===== config.mk =====
export PLATFORM = sky130hd
export DESIGN_NAME = turn_sequencer_flat
export DESIGN_NICKNAME = d
export VERILOG_FILES = /design/src/rtl/turn_sequencer_if.sv /design/src/rtl/turn_sequencer.sv /design/src/flat_wrapper.sv
export SDC_FILE = /design/constraint.sdc
export NUM_CORES = 1
export LEC_CHECK = 0
export CORE_ASPECT_RATIO = 2
export CORE_UTILIZATION = 50
export DETAILED_ROUTE_END_ITERATION = 7
export GPL_ROUTABILITY_DRIVEN = 1
export PLACE_DENSITY = 0.78
export RECOVER_POWER = 100
export SLEW_MARGIN = 30
export SYNTH_ARGS = -nofsm -noshare
export SYNTH_HDL_FRONTEND = slang
export SYNTH_SLANG_ARGS = --single-unit

===== constraint.sdc =====
create_clock -name clk -period 2.7 [get_ports clk]
set_clock_uncertainty 0.05 [all_clocks]
set_input_delay 0.81 -clock clk [delete_from_list [all_inputs] [get_ports clk]]
set_output_delay 0.81 -clock clk [all_outputs]
set_load 0.03 [all_outputs]

===== src/rtl/turn_sequencer_if.sv =====
// Player-side handshake bundle for turn_sequencer: one valid/action/ready
// channel per player.
interface turn_sequencer_if;
    logic       p1Valid;
    logic [2:0] p1Action;
    logic       p1Ready;
    logic       p2Valid;
    logic [2:0] p2Action;
    logic       p2Ready;

    modport master (
        output p1Valid, p1Action, p2Valid, p2Action,
        input  p1Ready, p2Ready
    );

    modport slave (
        input  p1Valid, p1Action, p2Valid, p2Action,
        output p1Ready, p2Ready
    );
endinterface


===== src/rtl/turn_sequencer.sv =====
// Collects one action per player, closes the turn on double commit or timer
// expiry, and strobes the action pair into the game core until a winner exists.
module turn_sequencer #(
    parameter int unsigned TURN_TIMEOUT   = 8,
    parameter logic [2:0]  DEFAULT_ACTION = 3'b000
) (
    input  logic                    clk,
    input  logic                    resetGame,
    turn_sequencer_if.slave         players,
    input  logic                    firstWin,
    input  logic                    secondWin,
    output logic [2:0]              action1,
    output logic [2:0]              action2,
    output logic                    actionEnable,
    output logic [7:0]              turnCount
);

    typedef enum logic [1:0] {COLLECT, ISSUE, GAP, OVER} state_t;

    state_t     state, state_next;
    logic       committed1, committed2;
    logic [2:0] slot1, slot2;
    logic [7:0] timer;

    logic       game_won;
    logic       accept1, accept2;
    logic       has1, has2;
    logic [2:0] pick1, pick2;
    logic       expired;
    logic       issue_go;

    assign game_won = firstWin || secondWin;

    // Readies are gated by reset so neither player sees an open slot while held.
    assign players.p1Ready = resetGame && (state == COLLECT) && !committed1 && !game_won;
    assign players.p2Ready = resetGame && (state == COLLECT) && !committed2 && !game_won;

    assign accept1 = players.p1Valid && players.p1Ready;
    assign accept2 = players.p2Valid && players.p2Ready;
    assign has1    = committed1 || accept1;
    assign has2    = committed2 || accept2;
    assign pick1   = accept1 ? players.p1Action : slot1;
    assign pick2   = accept2 ? players.p2Action : slot2;
    assign expired = (timer == 8'(TURN_TIMEOUT - 1));

    assign issue_go = (state == COLLECT) && !game_won &&
                      ((has1 && has2) || (expired && (has1 || has2)));

    // NOTE: state_next is assigned before the case so no path leaves it unassigned, which would infer a latch.
    always_comb begin
        state_next = state;
        unique case (state)
            COLLECT: begin
                if (game_won)      state_next = OVER;
                else if (issue_go) state_next = ISSUE;
            end
            ISSUE:   state_next = game_won ? OVER : GAP;
            GAP:     state_next = game_won ? OVER : COLLECT;
            OVER:    state_next = OVER;
            default: state_next = COLLECT;
        endcase
    end

    // NOTE: sequential state uses non-blocking assignments so every register samples pre-edge values.
    always_ff @(posedge clk) begin
        if (!resetGame) state <= COLLECT;
        else            state <= state_next;
    end

    always_ff @(posedge clk) begin
        if (!resetGame) begin
            committed1   <= 1'b0;
            committed2   <= 1'b0;
            // NOTE: the action slots are reset too, so a reset discards any half-collected turn.
            slot1        <= DEFAULT_ACTION;
            slot2        <= DEFAULT_ACTION;
            timer        <= 8'd0;
            action1      <= DEFAULT_ACTION;
            action2      <= DEFAULT_ACTION;
            actionEnable <= 1'b0;
            turnCount    <= 8'd0;
        end else begin
            actionEnable <= issue_go;
            if (issue_go) begin
                action1   <= has1 ? pick1 : DEFAULT_ACTION;
                action2   <= has2 ? pick2 : DEFAULT_ACTION;
                turnCount <= turnCount + 8'd1;
            end

            if (state == COLLECT && !issue_go && !game_won) begin
                committed1 <= has1;
                committed2 <= has2;
                if (accept1) slot1 <= players.p1Action;
                if (accept2) slot2 <= players.p2Action;
                // Expiry with nobody committed just restarts the window.
                timer <= expired ? 8'd0 : timer + 8'd1;
            end else begin
                committed1 <= 1'b0;
                committed2 <= 1'b0;
                timer      <= 8'd0;
            end
        end
    end

endmodule

===== src/flat_wrapper.sv =====
// flat-port wrapper written by rule: the top's interface ports become plain ports
module turn_sequencer_flat 
#(
    parameter int unsigned TURN_TIMEOUT   = 8,
    parameter logic [2:0]  DEFAULT_ACTION = 3'b000
)
  (clk, resetGame, firstWin, secondWin, action1, action2, actionEnable, turnCount, players_p1Valid, players_p1Action, players_p2Valid, players_p2Action, players_p1Ready, players_p2Ready);
  turn_sequencer_if players_i ();
  input  logic clk;
  input  logic resetGame;
  input  logic firstWin;
  input  logic secondWin;
  output logic [2:0] action1;
  output logic [2:0] action2;
  output logic actionEnable;
  output logic [7:0] turnCount;
  input wire logic [$bits(players_i.p1Valid)-1:0] players_p1Valid;
  input wire logic [$bits(players_i.p1Action)-1:0] players_p1Action;
  input wire logic [$bits(players_i.p2Valid)-1:0] players_p2Valid;
  input wire logic [$bits(players_i.p2Action)-1:0] players_p2Action;
  output wire logic [$bits(players_i.p1Ready)-1:0] players_p1Ready;
  output wire logic [$bits(players_i.p2Ready)-1:0] players_p2Ready;
  assign players_i.p1Valid = players_p1Valid;
  assign players_i.p1Action = players_p1Action;
  assign players_i.p2Valid = players_p2Valid;
  assign players_i.p2Action = players_p2Action;
  assign players_p1Ready = players_i.p1Ready;
  assign players_p2Ready = players_i.p2Ready;
  turn_sequencer #(.TURN_TIMEOUT(TURN_TIMEOUT), .DEFAULT_ACTION(DEFAULT_ACTION)) u_core (.clk(clk), .resetGame(resetGame), .players(players_i), .firstWin(firstWin), .secondWin(secondWin), .action1(action1), .action2(action2), .actionEnable(actionEnable), .turnCount(turnCount));
endmodule

==> flow_metrics.env <==
export IMPL_gr_total_overflow=0
export IMPL_synth_mux_area_share_pct=4.96
export IMPL_status="finished clean"
export IMPL_worstReg2RegStart="u_core.state[0]"
export IMPL_top_usage_layer="met2"
export IMPL_clkTransAtPathRegs_ns=0.07
export IMPL_ys_ff_latch=33
export IMPL_crit_path_top_delay_cell="dlygate4sd2_1"
export IMPL_crit_path_start="firstWin"
export IMPL_final_nets=208
export IMPL_syn_num_nets=167
export IMPL_tritoncts="built"
export IMPL_ys_warn_count=0
export IMPL_io_pins=29
export IMPL_fmax_ghz=0.385
export IMPL_die_w_um=39.6
export IMPL_cts_sinks=33
export IMPL_worst_path_stages=5
export IMPL_fin_cells=224
export IMPL_worstPathArrival_ns=1.74
export IMPL_ir_drop_mv=0.343
export IMPL_fin_crit_sh_pct=96.3
export IMPL_report_final_hold_viol_count=0
export IMPL_critPathBufInv=2
export IMPL_cts_root_buf="clkbuf_8"
export IMPL_drt_iter0_drc=29
export IMPL_dp_hpwl_um=2460
export IMPL_fin_util_pct=69.2
export IMPL_grt_pass1_wl_um=5450
export IMPL_critical_path_class="primary input to primary output"
export IMPL_die_height_um=77.2
export IMPL_synth_fa_ha_area_share_pct=2.57
export IMPL_areaGrowthSynthToFinish_pct=32.4
export IMPL_via_per_inst=5.88
export IMPL_drive_gt1_share_pct=11.8
export IMPL_synth_top_family_by_area="simple AND/OR/NAND/NOR gates"
export IMPL_synth_xor_area_share_pct=3.72
export IMPL_grt_pass1_vias=1301
export IMPL_synth_avg_cell_area_um2=9.23
export IMPL_crit_family="buffers and inverters"
export IMPL_grtUsageMet3_pct=8.09
export IMPL_yosys_area_top_type="dfxtp_1"
export IMPL_rrSetupSlack_ns=0.53
export IMPL_slew_viol_final=0
export IMPL_layout_min_cycle_time_ns=2.60
export IMPL_synth_cell_type_count=33
export IMPL_vias=1316
export IMPL_drc_errors=0
export IMPL_start_util_pct=52.3
export IMPL_hold_class="flop to flop"
export IMPL_synth_area_leaders="dfxtp_1, nor2_1, o221a_1"
export IMPL_ys_seq_area_share_pct=46.8
export IMPL_p_leak_nw=0.767
export IMPL_worstHoldStart="u_core.timer[0]"
export IMPL_grt_max_degree=15
export IMPL_drt_first_pass_iters=6
export IMPL_postRouteAntennaNets=0
export IMPL_synth_compound_area_share_pct=15.3
export IMPL_io_buffers=28
export IMPL_worst_ep_required_time_ns=1.84
export IMPL_antenna_found_initial=0
export IMPL_crit_path_start_kind="primary input"
export IMPL_die_area_um2=3050
export IMPL_rows=27
export IMPL_track_usage_pct=25.6
export IMPL_worst_pin_slew_ns=0.579
export IMPL_design_core_area_um2=2700
export IMPL_placed_area_um2=1780
export IMPL_setup_tns_ns=0
export IMPL_cp_max_fo=2
export IMPL_grt_use_met2_pct=44.3
export IMPL_routedWlPerCell_um=14.8
export IMPL_timing_critical_path_to="players_p2Ready"
export IMPL_dp_cells=215
export IMPL_cts_made_buffers=5
export IMPL_slew_headroom_pct=61.2
export IMPL_cts_path_max_buffers=2
export IMPL_endpoint_kind="primary output"
export IMPL_r2r_end="u_core.turnCount[7]"
export IMPL_clkLatencyLatePin_ns=0.28
export IMPL_yosys_area_share_simple_pct=23.9
export IMPL_crit_chain="dlygate4sd2_1, nor4_4, nand2_2, nor2_2, buf_2"
export IMPL_use_met1_pct=23.3
export IMPL_antenna_cells=0
export IMPL_netlist_area_leader_share_pct=46.8
export IMPL_gp_congestion=0.757
export IMPL_synth_cells=153
export IMPL_drv_cap=0
export IMPL_htreeDepth=2
export IMPL_syn_cell_area_um2=1410
export IMPL_powerDensity_nw_per_um2=512
export IMPL_final_area_um2=1870
export IMPL_r2r_cells=7
export IMPL_rsz0062_at_grt="no"
export IMPL_slowest_delay_ns=0.27
export IMPL_drt_total_wl_um=3300
export IMPL_setup_viol=0
==> layout make-up <==
cell class	count	area, um^2
repair buffers	40	347
fillers	235	832
multi-input cells	112	718
inverters	2	7.51
clock buffers	7	96.3
well taps	29	36.3
flip-flops and latches	33	661
clock inverters	1	5.00
==> worst reg2reg max path, cell delays in order (launching register included) <==
cell and delay, ns:
dfxtp_1 0.36, nor4_4 0.34, clkbuf_1 0.20, clkbuf_2 0.28, and4_1 0.28, nand4_1 0.13, or3_1 0.32, a21oi_1 0.14
==> where the power goes <==
part	internal [W]	switching, W	total (W)	leakage (nW)
registers	0.000490	0.00000453	0.000495	0.267
logic	0.0000270	0.0000290	0.0000560	0.446
clock network	0.000230	0.000177	0.000407	0.0542
total	0.000747	0.000211	0.000958	0.767
==> flip-flops by register name, indices dropped and copies added, names as in the netlist, 2 cells and up <==
register,cells
u_core.timer,8
u_core.turnCount,8
u_core.action1,3
u_core.action2,3
u_core.slot1,3
u_core.slot2,3
u_core.state,2
==> kinds of logic after synthesis <==
| family | Yosys count |
|---|---|
| flip-flops | 33 |
| adder cells (fa/ha/maj) | 3 |
| XOR/XNOR | 6 |
| multiplexers | 7 |
| AO/OA/AOI/OAI | 30 |
| buffers and inverters | 8 |
| AND/OR/NAND/NOR | 66 |
==> cells in the final DEF, fill, tap and decap left out, drive strengths merged <==
cell / Yosys / layout
nor4: 2 / 2
nor2b: 3 / 3
dlymetal6s2s: 0 / 1
a21oi: 7 / 7
clkbuf: 4 / 13
nand4: 4 / 4
clkdlybuf4s50: 0 / 8
maj3: 1 / 1
nand4b: 1 / 1
nor2: 22 / 22
dfxtp: 33 / 33
a22oi: 6 / 6
xnor2: 2 / 2
mux2i: 7 / 7
or3: 7 / 7
nand2b: 2 / 2
o21ai: 6 / 6
inv: 2 / 2
buf: 2 / 8
and2: 3 / 3
nand2: 13 / 13
dlygate4sd2: 0 / 2
dlygate4sd3: 0 / 15
o211ai: 1 / 1
and3: 1 / 1
ha: 2 / 2
nand3: 5 / 5
a211oi: 1 / 1
nor3: 1 / 1
clkinv: 0 / 1
o221a: 7 / 7
and4: 1 / 1
xor2: 4 / 4
or2: 1 / 1
a31oi: 2 / 2
==> metal layers <==
metal	part of all wire, %	up-vias
li1	-	636
met1	35	623
met2	57	45
met3	4.0	12
met4	3.4	0
met5	0	-
==> stage by stage <==
stage | total power [W] | hold WS (ns) | setup slack (ns)
after global routing | 0.000989 | 0.440 | 0.0162
after CTS | 0.000965 | 0.418 | 0.0825
after detailed placement | 0.000562 | 0.403 | -0.148
after floorplan | 0.000528 | 0.376 | -0.0857
after global placement | 0.000559 | 0.400 | -0.135
final | 0.000958 | 0.412 | 0.0994
==> how the worst min path moves through the flow <==
stage	depth (start not counted)	end	slack (ns)
after floorplan	1	u_core.timer[0]	0.38
after global placement	1	u_core.timer[0]	0.40
after detailed placement	1	u_core.timer[0]	0.40
after CTS	1	u_core.timer[0]	0.42
after global routing	1	u_core.timer[0]	0.44
final	1	u_core.timer[0]	0.41
==> cells in the mapped netlist <==
cell and n:
dfxtp_1 33, nor2_1 22, nand2_1 13, a21oi_1 7, mux2i_1 7, o221a_1 7, or3_1 7, a22oi_1 6
o21ai_1 6, nand3_1 5, clkbuf_1 4, nand4_1 4, xor2_1 4, and2_1 3, nor2b_1 3, a31oi_1 2
ha_1 2, nand2b_1 2, xnor2_1 2, a211oi_1 1, and3_1 1, and4_1 1, buf_2 1, buf_6 1
inv_1 1, inv_2 1, maj3_2 1, nand4b_1 1, nor3_1 1, nor4_1 1, nor4_4 1, o211ai_1 1
or2_1 1
==> timing repair <==
action                     in CTS  in global routing
hold buffers                    0                  0
resized for setup               2                  3
cloned                          0                  0
setup buffers                   1                  0
setup endpoints to repair       2                  2
pin swaps                       1                  1
Note: power is estimated with default switching activity, not from simulation.
